--- src/rtl/sipo_deserializer_pkg.sv ---
// Constants shared by the serial-link stages: bit ordering encodings and
// the default word width used by both the parallel-load source and this receiver.
package sipo_deserializer_pkg;

  localparam int LSB_FIRST_ON  = 1;
  localparam int LSB_FIRST_OFF = 0;
  localparam int DEFAULT_WIDTH = 4;

  // One extra bit so the count can represent WIDTH itself.
  function automatic int count_width(input int width);
    return $clog2(width) + 1;
  endfunction

endpackage

--- src/rtl/sipo_shift_core.sv ---
// Shift register and bit counter for the deserializer; pulses word_done
// combinationally on the edge that samples the final bit of a word.
module sipo_shift_core
  import sipo_deserializer_pkg::*;
#(
  parameter int  WIDTH     = DEFAULT_WIDTH,
  parameter int  LSB_FIRST = LSB_FIRST_ON,
  localparam int CW        = count_width(WIDTH)
) (
  input  logic             clk,
  input  logic             rst,
  input  logic             sin,
  input  logic             sin_valid,
  input  logic             clear,
  output logic [CW-1:0]    bit_count,
  output logic             word_done,
  output logic [WIDTH-1:0] word
);

  localparam logic [CW-1:0] LAST = CW'(WIDTH - 1);

  logic [WIDTH-1:0] sreg;
  logic [WIDTH-1:0] shifted;

  generate
    if (LSB_FIRST == LSB_FIRST_OFF) begin : g_msb_first
      assign shifted = WIDTH'({sreg, sin});
    end else begin : g_lsb_first
      assign shifted = WIDTH'({sin, sreg} >> 1);
    end
  endgenerate

  // The completed word already contains the bit being sampled this edge.
  assign word      = shifted;
  assign word_done = sin_valid && !clear && (bit_count == LAST);

  always_ff @(posedge clk) begin
    if (rst || clear) begin
      sreg      <= '0;
      bit_count <= '0;
    end else if (sin_valid) begin
      sreg      <= shifted;
      bit_count <= (bit_count == LAST) ? '0 : bit_count + 1'b1;
    end
  end

endmodule

--- src/rtl/sipo_deserializer.sv ---
// Serial-in parallel-out receiver: assembles words from a qualified bit stream
// and offers each one through a holding register with a valid/ready handshake.
module sipo_deserializer
  import sipo_deserializer_pkg::*;
#(
  parameter int  WIDTH     = DEFAULT_WIDTH,
  parameter int  LSB_FIRST = LSB_FIRST_ON,
  localparam int CW        = count_width(WIDTH)
) (
  input  logic             clk,
  input  logic             rst,
  input  logic             sin,
  input  logic             sin_valid,
  input  logic             clear,
  output logic [WIDTH-1:0] pout,
  output logic             pout_valid,
  input  logic             pout_ready,
  output logic [CW-1:0]    bit_count,
  output logic             overflow
);

  logic             word_done;
  logic [WIDTH-1:0] word;

  sipo_shift_core #(
    .WIDTH     (WIDTH),
    .LSB_FIRST (LSB_FIRST)
  ) u_core (
    .clk       (clk),
    .rst       (rst),
    .sin       (sin),
    .sin_valid (sin_valid),
    .clear     (clear),
    .bit_count (bit_count),
    .word_done (word_done),
    .word      (word)
  );

  // A completed word may replace the held one only if the slot is empty or
  // is being drained on this same edge; otherwise it is lost and flagged.
  always_ff @(posedge clk) begin
    if (rst) begin
      pout       <= '0;
      pout_valid <= 1'b0;
      overflow   <= 1'b0;
    end else begin
      if (word_done && (!pout_valid || pout_ready)) begin
        pout       <= word;
        pout_valid <= 1'b1;
      end else if (pout_valid && pout_ready) begin
        pout_valid <= 1'b0;
      end

      if (clear) begin
        overflow <= 1'b0;
      end else if (word_done && pout_valid && !pout_ready) begin
        overflow <= 1'b1;
      end
    end
  end

endmodule

--- config.mk ---
export PLATFORM = sky130hd
export DESIGN_NAME = sipo_deserializer
export DESIGN_NICKNAME = d
export VERILOG_FILES = /design/src/rtl/sipo_deserializer_pkg.sv /design/src/rtl/sipo_shift_core.sv /design/src/rtl/sipo_deserializer.sv
export SDC_FILE = /design/constraint.sdc
export NUM_CORES = 1
export LEC_CHECK = 0
export BUFFER_PORTS_ARGS = -buffer_cell sky130_fd_sc_hd__buf_2
export CAP_MARGIN = 20
export CELL_PAD_IN_SITES_DETAIL_PLACEMENT = 1
export CELL_PAD_IN_SITES_GLOBAL_PLACEMENT = 1
export CORE_MARGIN = 5
export CORE_UTILIZATION = 35
export CTS_CLUSTER_SIZE = 10
export DETAILED_ROUTE_END_ITERATION = 7
export GPL_TIMING_DRIVEN = 0
export PLACE_DENSITY = 0.83
export SLEW_MARGIN = 20
export SYNTH_ARGS = -nofsm -noshare
export SYNTH_HDL_FRONTEND = slang
export SYNTH_SLANG_ARGS = --single-unit
--- constraint.sdc ---
create_clock -name clk -period 1.9 [get_ports clk]
set_clock_uncertainty 0.15 [all_clocks]
set_input_delay 0.095 -clock clk [delete_from_list [all_inputs] [get_ports clk]]
set_output_delay 0.095 -clock clk [all_outputs]
set_load 0.03 [all_outputs]
# After elaboration in Yosys (flattened, before gate mapping)
# Index checks and enable logic that the tools add are counted.
[word_totals]
in_bits = 6
output_inout_bits = 9
word_cells = 23
regBits = 13
latchBits = 0
mem_bits_rw = 0
mem_count = 0
mem_bits_ro = 0
[classes]
n_addsub = 1
order_cmp = 0
n_bitwise = 0
reduce_logical = 13
eq_ne = 1
shifts = 0
div_mod_pow = 0
n_mux = 3
multipliers = 0
[ops]
columns = ["cell", "n"]
rows = [
  ["1-bit logical AND", 6],
  ["3-bit by 1-bit adder with 3-bit output, second input constant", 1],
  ["3-bit by 2-bit equality test with 1-bit output, second input constant", 1],
  ["1-bit logical NOT", 3],
  ["3-bit 2-to-1 mux", 1],
  ["1-bit logical OR", 2],
  ["1-bit 2-to-1 mux", 2],
  ["2-bit nonzero test", 1],
  ["2-bit OR reduction", 1],
]

# Depth between registers and ports, before layout
# Gate-level depths: netlist (run 1).
[logic_depth]
ltp_word = 5
ltp_mapped = 4
depth_no_buf = 4

# Hierarchy
# A second synthesis (run 1) with hierarchy kept.
[unflattened]
cells_unflattened = 52
area_unflattened_um2 = 536.8
[by_module_without_submodules]
columns = ["mod", "cells_each", "instances", "area_each_um2"]
rows = [
  ["sipo_shift_core", 26, 1, 271.5],
  ["sipo_deserializer", 26, 1, 265.3],
]

# Least setup slack after synthesis (run 1)
# OpenSTA, ideal clock, no wires.
[synth_timing]
kind = "flip-flop to flip-flop"
startpoint = "register u_core.bit_count[0]"
endpoint = "register pout[0]"
arrival_ns = 1.446
required_ns = 1.678
synth_period_minus_slack_ns = 1.668
path_slack_ns = 0.232
path_stages_with_launch = 5
path_buffers = 0
path_cell_list = "dfxtp_1 -> ha_1 -> nand2_4 -> nor4_4 -> mux2i_1"
[synth_via]
elab_chain_cells = 3
[synth_lines]
columns = ["item", "line_no", "source"]
rows = [
  ["start: declaration", "sipo_shift_core.sv:15", "output logic [CW-1:0] bit_count,"],
  ["start signal: assignment", "sipo_shift_core.sv:43", "bit_count <= (bit_count == LAST) ? '0 : bit_count + 1'b1;"],
  ["3-bit by 2-bit equality test with 1-bit output", "sipo_shift_core.sv:35", "assign word_done = sin_valid && !clear && (bit_count == LAST);"],
  ["1-bit logical AND", "sipo_shift_core.sv:35", ""],
  ["1-bit logical AND", "sipo_deserializer.sv:47", "if (word_done && (!pout_valid || pout_ready)) begin"],
  ["end signal: assignment", "sipo_deserializer.sv:48", "pout <= word;"],
  ["end: declaration", "sipo_deserializer.sv:15", "output logic [WIDTH-1:0] pout,"],
]
# No other way between the ends.
# A chain may end at the register's enable or synchronous reset.

# Worst setup path in the final report (run 1)
# Ends and elaborated chain as after synthesis.

==> results.ini, run 1 <==
[timing]
tightestPinTransition_ns = 0.407
relSlewSlack_pct = 72.7
hold_violations = 0
final_critical_path_setup_slack_ns = 0.311
timing_max_transition_violations_final = 0
finalSetupViolations = 0
whs_ns = 0.0189
rsz0062_at_grt = no
layout_min_cycle_time_ns = 1.59
min_period_over_period_pct = 83.6
fin_setup_tns_ns = 0
max_clock_freq_mhz = 629

[clock_tree]
cts_resized = 0
cts_tree = built
tritoncts.num_buffers = 3
clock_latency_ns = 0.27
clock_sinks = 12
clk_path_buf_depth = 2
root_buffer = clkbuf_4
clkTransAtPathRegs_ns = 0.08
ctsHtreeMaxLevel = 1

[place]
dpl.cell_count = 80
post-place-ws_ns = 0.321
dp_hpwl_microns = 790
place_congestion = 0.656
port-buffer-count = 13
post_place_instance_area_sq_um = 609

[global_route]
first_global_vias = 465
antenna_found_initial = 0
grt_first_pass_wirelength_mm = 2.03
grtUsageTotal_pct = 10.8
largest_net_degree_at_the_start_of_global_routing = 11
gr-total-overflow = 0

[yosys]
synthesis.yosys.warnings = 0
yosysSeqAreaShare_pct = 45.8
mappedNetlistNets = 58
netlist-cell-type-count = 18
syn_area_per_cell_sq_um = 10.3
synthesis.area_sq_um = 524
syn_inst = 51
ys_ff_latch = 12

[worst_hold_path]
min_path_type = input pin to flop

[pwr]
clkPwrFrac_pct = 40.7
sequentialPowerShare_pct = 51.4
internal-power_uw = 391
p_comb_share_pct = 7.9
netSwitchingPower_uw = 106
netSwitchingFraction_pct = 21.4
vdd.ir_drop.worst_uv = 336
fin_total_pwr_uw = 497
leakage_nw = 0.288
cellPowerDensity_mw_per_mm2 = 725

[layout]
regArea_sq_um = 240
stdcell_area_sq_um = 686
final_layout_size_suffix_gt1_share_pct = 30.6
antenna_diode_instance_count = 0
nets = 80
final_cell_count_no_fill = 88
p_r_area_growth_vs_syn_pct = 30.8
final_core_util_pct = 46.6
fillerInstances = 179
multi_input_comb_area_sq_um = 269

[die]
start_util_pct = 35.6
dieWidth_microns = 48.7
number_of_placement_rows = 14
die_height_microns = 48.7
boundaryPins = 15
area_enclosed_by_the_die_boundary_sq_mm = 0.00237
placeableCoreArea_sq_mm = 0.00147

[run_status]
result_of_the_run = finished clean

[critical_path]
critPathSlowestCell = dfxtp_1
crit_path_cell_chain = ha_1, nand2_4, nor4_4, mux2i_1
setup.worst_path.end_class = flop
cp_slowest_stage_delay_ns = 0.39
crit_arrival_ns = 1.64
worstSetupStartpointType = flop
classification_of_the_worst_setup_path = flop to flop
cp_data_required_time_ns = 1.95
path_max_fanout = 4

[route]
detail_route.first_pass.iterations = 4
drt-vias-per-instance = 4.91
drt-initial-drc-count = 3
detailroute.via_count = 432
antenna_violating_nets_post_route = 0
detail_route.wirelength_mm = 1.10
wl_per_cell_microns = 12.5
route.detailed.drc = 0

[run]
maxCapViolations = 0

-- synth_stat cells --
cell type,number,share of area (%)
a21oi_1,2,1.9
nand2_4,1,2.1
clkbuf_1,1,0.72
nand3b_1,1,1.4
mux2i_1,7,13
nand2b_2,2,3.3
nor2b_1,1,1.2
or2_1,1,1.2
dfxtp_1,12,46
nand2b_1,9,11
nand3_1,1,0.95
nor2_1,7,5.0
nand2_1,1,0.72
a31oi_1,1,1.2
ha_1,1,2.4
a41oi_1,1,1.7
buf_6,1,2.1
nor4_4,1,4.1
-- layer usage --
metal | global-route usage, % | vias up | part of all wire [%]
met1 | 11.7 | 202 | 40
li1 | - | 215 | -
met4 | 9.42 | 0 | 4.3
met2 | 17.6 | 10 | 51
met5 | 0 | - | 0
met3 | 2.15 | 5 | 4.3
-- critical path, delay by kind of cell (launching register included) --
family,cells,cell delay (ns)
adders and majority gates,1,0.29
and+or+nand+nor,2,0.46
muxes,1,0.23
DFF,1,0.39
-- logic make-up (layout without fill, tap and decap cells) --
kind of cell	Yosys count	after routing	synth area share, %
fa+ha+maj	1	1	2.39
mux	7	7	13.4
compound gates	4	4	4.77
flops	12	12	45.8
simple gates	25	25	30.8
buf+inv	2	23	2.86
-- area by class of cell --
class                           instances  area share (%)
Clock buffer                            4            5.29
Timing Repair Buffer                   17            15.3
Sequential cell                        12            35.0
Multi-Input combinational cell         37            39.2
Buffer                                  2            2.19
Tap cell                               16            2.92
-- cell usage in the layout, fill, tap and decap left out --
| cell type | n |
|---|---|
| nor4_4 | 1 |
| nand2_4 | 1 |
| dlygate4sd3_1 | 4 |
| buf_6 | 1 |
| nand2_1 | 1 |
| nand3_1 | 1 |
| nand2b_1 | 9 |
| nand2b_2 | 2 |
| or2_1 | 1 |
| clkbuf_8 | 1 |
| a21oi_1 | 2 |
| buf_2 | 13 |
| mux2i_1 | 7 |
| nor2_1 | 7 |
| nor2b_1 | 1 |
| a31oi_1 | 1 |
| clkbuf_1 | 1 |
| dfxtp_1 | 12 |
| a41oi_1 | 1 |
| nand3b_1 | 1 |
| ha_1 | 1 |
| clkbuf_4 | 3 |
-- state kept, by name, summed over array words and instances, names as in the netlist --
name / flops
u_core.bit_count: 3
overflow: 1
pout_valid: 1
u_core.sreg: 3
pout: 4
-- power by group through the flow --
stage               clock network (mW)  logic [mW]  registers (mW)
CTS                              0.212      0.0399           0.255
global placement                     0      0.0317           0.261
finish                           0.202      0.0395           0.256
floorplan                            0      0.0186           0.264
global route                     0.225      0.0436           0.256
detailed placement                   0      0.0325           0.262
-- final timing paths --
path / startpoint / endpoint / slack (ns) / cells past startpoint
worst max-delay path: u_core.bit_count[0] / pout[0] / 0.31 / 4
worst min-delay path: clear / pout[3] / 0.02 / 3
worst max register to register: u_core.bit_count[0] / pout[0] / 0.31 / 4
worst min register to register: pout[1] / pout[1] / 0.32 / 2
-- timing repair --
action	in CTS	in global routing
endpoints found under the setup margin	0	0
hold buffers	4	0
setup buffers	0	0
endpoints found under the hold margin	7	0
(Power assumes the default switching activity.)
==> inputs of run 2 (changes only) <==
--- a/config.mk
+++ b/config.mk
@@ -10,11 +10,11 @@
 export CELL_PAD_IN_SITES_DETAIL_PLACEMENT = 1
 export CELL_PAD_IN_SITES_GLOBAL_PLACEMENT = 1
 export CORE_MARGIN = 5
-export CORE_UTILIZATION = 35
+export CORE_UTILIZATION = 32
 export CTS_CLUSTER_SIZE = 10
 export DETAILED_ROUTE_END_ITERATION = 7
 export GPL_TIMING_DRIVEN = 0
-export PLACE_DENSITY = 0.83
+export PLACE_DENSITY = 0.8
 export SLEW_MARGIN = 20
 export SYNTH_ARGS = -nofsm -noshare
 export SYNTH_HDL_FRONTEND = slang
==> constraint.sdc (replaced) <==
create_clock -name clk -period 1.42 [get_ports clk]
set_clock_uncertainty 0.15 [all_clocks]
set_input_delay 0.071 -clock clk [delete_from_list [all_inputs] [get_ports clk]]
set_output_delay 0.071 -clock clk [all_outputs]
set_load 0.03 [all_outputs]
==> results.ini, run 2 (synthesis results as in run 1) <==
[run_status]
result_of_the_run = finished clean

[clock_tree]
cts_tree = built
clock_sinks = 12  ; unchanged
root_buffer = clkbuf_4
clkTransAtPathRegs_ns = 0.08  ; about the same
clock_latency_ns = 0.26  ; about the same
cts_resized = 0  ; unchanged
clk_path_buf_depth = 2  ; unchanged
tritoncts.num_buffers = 3  ; unchanged
ctsHtreeMaxLevel = 1  ; unchanged

[timing]
whs_ns = 0.0414  ; +0.0225 ns
hold_violations = 0  ; unchanged
finalSetupViolations = 0  ; unchanged
fin_setup_tns_ns = 0  ; unchanged
timing_max_transition_violations_final = 0  ; unchanged
min_period_over_period_pct = 98.0  ; +14 points
relSlewSlack_pct = 77.1  ; +4.4 points
rsz0062_at_grt = yes
tightestPinTransition_ns = 0.343  ; -0.0636 ns
layout_min_cycle_time_ns = 1.39  ; -0.198 ns
max_clock_freq_mhz = 719  ; +14%

[route]
drt-vias-per-instance = 4.76  ; -3.1%
antenna_violating_nets_post_route = 0  ; unchanged
detail_route.wirelength_mm = 1.16  ; +5.4%
drt-initial-drc-count = 3  ; unchanged
detail_route.first_pass.iterations = 2  ; -2
wl_per_cell_microns = 12.7  ; +1.9%
detailroute.via_count = 433  ; +0.23%
route.detailed.drc = 0  ; unchanged

[pwr]
cellPowerDensity_mw_per_mm2 = 850  ; +17%
vdd.ir_drop.worst_uv = 438  ; +30%
leakage_nw = 0.300  ; +4.1%

[layout]
final_core_util_pct = 47.0  ; +0.36 points
p_r_area_growth_vs_syn_pct = 36.5
nets = 83  ; +3.8%
antenna_diode_instance_count = 0  ; unchanged
stdcell_area_sq_um = 716  ; +4.4%
largest-register = pout
final_layout_size_suffix_gt1_share_pct = 37.3  ; +6.8 points
most-common-layout-cells = buf_2, dfxtp_1, nand2b_1, nor2_1, mux2i_1
regArea_sq_um = 248  ; +3.1%
largest_register_ffs = 4  ; unchanged
fillerInstances = 182  ; +1.7%
largest_registers = pout x4, u_core.bit_count x3, u_core.sreg x3
layout.cells.most_common = buf_2
multi_input_comb_area_sq_um = 282  ; +4.7%

[place]
dp_hpwl_microns = 809  ; +2.5%
port-buffer-count = 13  ; unchanged
place_congestion = 0.646  ; -1.5%
post_place_instance_area_sq_um = 629  ; +3.3%

[global_route]
largest_net_degree_at_the_start_of_global_routing = 11  ; unchanged
first_global_vias = 465  ; unchanged
gr-total-overflow = 0  ; unchanged
grtUsageTotal_pct = 9.74  ; -1.1 points
antenna_found_initial = 0  ; unchanged
grt_first_pass_wirelength_mm = 1.94  ; -4.4%

[critical_path]
classification_of_the_worst_setup_path = flop to flop
worstSetupStartpointType = flop
cp_data_required_time_ns = 1.46  ; -0.49 ns
crit_arrival_ns = 1.44  ; -0.20 ns
setup.worst_path.end_class = flop
path_max_fanout = 4  ; unchanged

[die]
start_util_pct = 34.4  ; -1.2 points
area_enclosed_by_the_die_boundary_sq_mm = 0.00255  ; +7.4%
die_height_microns = 50.5  ; +3.6%
boundaryPins = 15  ; unchanged
placeableCoreArea_sq_mm = 0.00152  ; +3.6%
dieWidth_microns = 50.5  ; +3.6%
number_of_placement_rows = 14  ; unchanged

[worst_hold_path]
min_path_type = input pin to flop

[run]
maxCapViolations = 0  ; unchanged

[run 2: final cells by class]
type | instances | area share, %
plain buffers | 2 | 2.10
clock buffers | 4 | 3.67
multi-input cells | 37 | 39.3
flip-flops and latches | 12 | 34.6
well taps | 16 | 2.80
repair buffers | 20 | 17.5
[run 2: metal layers]
layer  global-route usage (%)  routed length (microns)
met1                     9.66                      462
met3                     2.96                       40
met4                     3.83                        0
met5                        0                        0
met2                     18.4                      653
[run 2: path summary, 6_finish.rpt]
path | slack, ns | startpoint | cells after the start | endpoint
worst min register to register | 0.32 | pout[1] | 2 | pout[1]
worst min-delay path | 0.04 | pout_ready | 4 | pout_valid
worst max register to register | 0.03 | u_core.bit_count[0] | 5 | pout[2]
worst max-delay path | 0.03 | u_core.bit_count[0] | 5 | pout[2]
[run 2: repair_timing]
item / 4_1_cts / 5_1_grt
hold buffers: 3 / 0
setup endpoints to repair: 4 / 4
hold endpoints to repair: 9 / 0
buffers inserted: 1 / 3
pin swaps: 1 / 1
[run 2: power by group]
part	internal, mW	switching [mW]	leakage (nW)
combinational	0.0283	0.0258	0.186
clock	0.108	0.105	0.0150
sequential	0.337	0.00343	0.0984
total	0.473	0.135	0.300
[run 2: metrics by stage]
stage,std cells,power (mW),setup slack (ns)
3_5_place_dp,80,0.392,-0.0921
4_1_cts,88,0.619,0.0167
5_1_grt,91,0.647,-0.0465
3_3_place_gp,80,0.391,-0.0372
6_report,91,0.608,0.0287
2_1_floorplan,51,0.376,-0.00735
[run 2: critical path, stage by stage, from the launching register on]
cell and delay, ns:
dfxtp_4 0.38, ha_4 0.16, nand2_4 0.06, nor4_4 0.19, buf_4 0.18, mux2i_1 0.20
==> inputs of run 3 (changes only) <==
--- a/config.mk
+++ b/config.mk
@@ -15,6 +15,7 @@
 export DETAILED_ROUTE_END_ITERATION = 7
 export GPL_TIMING_DRIVEN = 0
 export PLACE_DENSITY = 0.8
+export RECOVER_POWER = 100
 export SLEW_MARGIN = 20
 export SYNTH_ARGS = -nofsm -noshare
 export SYNTH_HDL_FRONTEND = slang
==> results.ini, run 3 (synthesis results as in run 1) <==
[timing]
final_critical_path_setup_slack_ns = 0.0287  ; unchanged
timing_max_transition_violations_final = 0  ; unchanged
tightestPinTransition_ns = 0.368  ; +0.0250 ns
max_clock_freq_mhz = 719  ; unchanged
min_period_over_period_pct = 98.0  ; unchanged
whs_ns = 0.0414  ; +0.000000500 ns
rsz0062_at_grt = yes
relSlewSlack_pct = 75.6  ; -1.5 points
finalSetupViolations = 0  ; unchanged
hold_violations = 0  ; unchanged
layout_min_cycle_time_ns = 1.39  ; unchanged
fin_setup_tns_ns = 0  ; unchanged

[clock_tree]
root_buffer = clkbuf_4
clk_path_buf_depth = 2  ; unchanged
ctsHtreeMaxLevel = 1  ; unchanged
clock_sinks = 12  ; unchanged
cts_tree = built
clock_latency_ns = 0.26  ; about the same
clkTransAtPathRegs_ns = 0.08  ; about the same
tritoncts.num_buffers = 3  ; unchanged

[place]
place_congestion = 0.646  ; unchanged
post-place-ws_ns = -0.0921  ; unchanged
dp_hpwl_microns = 809  ; unchanged
port-buffer-count = 13  ; unchanged

[route]
detail_route.wirelength_mm = 1.16  ; +0.43%
detail_route.first_pass.iterations = 2  ; unchanged
drt-initial-drc-count = 3  ; unchanged
detailroute.via_count = 433  ; unchanged
route.detailed.drc = 0  ; unchanged
wl_per_cell_microns = 12.8  ; +0.43%
antenna_violating_nets_post_route = 0  ; unchanged
drt-vias-per-instance = 4.76  ; unchanged

[global_route]
antenna_found_initial = 0  ; unchanged
gr-total-overflow = 0  ; unchanged
grtUsageTotal_pct = 9.74  ; unchanged
largest_net_degree_at_the_start_of_global_routing = 11  ; unchanged
first_global_vias = 465  ; unchanged
grt_first_pass_wirelength_mm = 1.94  ; unchanged

[critical_path]
path_max_fanout = 4  ; unchanged
worstSetupStartpointType = flop
cp_slowest_stage_delay_ns = 0.38  ; about the same
cp_num_buf_inv = 1  ; unchanged
cp_data_required_time_ns = 1.46  ; about the same
path_delay_family = flip-flops
crit_path_cell_chain = ha_4, nand2_4, nor4_4, buf_4, mux2i_1
critPathSlowestCell = dfxtp_4
crit_arrival_ns = 1.44  ; about the same
classification_of_the_worst_setup_path = flop to flop
setup.worst_path.end_class = flop

[worst_hold_path]
min_path_type = input pin to flop

[layout]
largest-register = pout
p_r_area_growth_vs_syn_pct = 35.1
layout.cells.most_common = dfxtp_1
fillerInstances = 185  ; +1.6%
nets = 83  ; unchanged
most-common-layout-cells = dfxtp_1, nand2b_1, clkbuf_1
regArea_sq_um = 248  ; unchanged
largest_registers = pout x4, u_core.bit_count x3, u_core.sreg x3
largest_register_ffs = 4  ; unchanged
final_layout_size_suffix_gt1_share_pct = 29.3  ; -8.0 points
antenna_diode_instance_count = 0  ; unchanged
multi_input_comb_area_sq_um = 282  ; unchanged

[die]
die_height_microns = 50.5  ; unchanged
start_util_pct = 34.4  ; unchanged
dieWidth_microns = 50.5  ; unchanged
number_of_placement_rows = 14  ; unchanged
placeableCoreArea_sq_mm = 0.00152  ; unchanged
boundaryPins = 15  ; unchanged
area_enclosed_by_the_die_boundary_sq_mm = 0.00255  ; unchanged

[pwr]
cellPowerDensity_mw_per_mm2 = 859  ; +1.1%
vdd.ir_drop.worst_uv = 438  ; about the same
leakage_nw = 0.273  ; -8.8%

[run_status]
result_of_the_run = finished clean

[run]
maxCapViolations = 0  ; unchanged

==> run 3: area by class of cell <==
cell class	count	share of cell area (%)
Buffer	2	2.12
Sequential cell	12	35.0
Multi-Input combinational cell	37	39.8
Tap cell	16	2.83
Timing Repair Buffer	20	16.6
Clock buffer	4	3.71
==> run 3: power by group <==
| group | total [mW] | switching, mW | leakage (nW) | internal [mW] |
|---|---|---|---|---|
| Clock | 0.214 | 0.105 | 0.0150 | 0.108 |
| Combinational | 0.0541 | 0.0258 | 0.160 | 0.0283 |
| Sequential | 0.340 | 0.00344 | 0.0984 | 0.337 |
==> run 3: routing by layer <==
layer | vias up | part of all wire [%] | track usage, %
met3 | 0 | 3.6 | 2.96
met5 | - | 0 | 0
li1 | 221 | - | -
met4 | 0 | 0 | 3.83
met2 | 6 | 56 | 18.4
met1 | 206 | 40 | 9.66
==> run 3: worst paths after layout <==
| kind | start | end | slack, ns | cells after the start |
|---|---|---|---|---|
| hold reg to reg | pout[1] | pout[1] | 0.32 | 2 |
| setup / recovery | u_core.bit_count[0] | pout[2] | 0.03 | 5 |
| setup reg to reg | u_core.bit_count[0] | pout[2] | 0.03 | 5 |
| hold / removal | pout_ready | pout_valid | 0.04 | 4 |
==> run 3: worst reg2reg max path, delay by kind of cell, from the launching register on <==
kind                     cells  cell delay (ns)
multiplexers                 1             0.20
adder cells (fa/ha/maj)      1             0.16
AND/OR/NAND/NOR              2             0.25
buffers and inverters        1             0.18
flip-flops                   1             0.38
==> run 3: stage by stage <==
step	instances	power [mW]	cell area [sq um]	utilization (%)
after floorplan	51	0.376	544	-
after global placement	80	0.391	629	41.3
after detailed placement	80	0.392	629	41.3
after CTS	88	0.619	693	45.5
after global routing	91	0.647	708	46.5
final	91	0.608	708	46.5
==> run 3: timing repair <==
action | CTS | global route
gates cloned | 0 | 0
endpoints found under the setup margin | 4 | 4
endpoints found under the hold margin | 9 | 0
pin swaps | 1 | 1
gates resized for setup | 0 | 0
hold buffers | 3 | 0
buffers inserted | 1 | 3
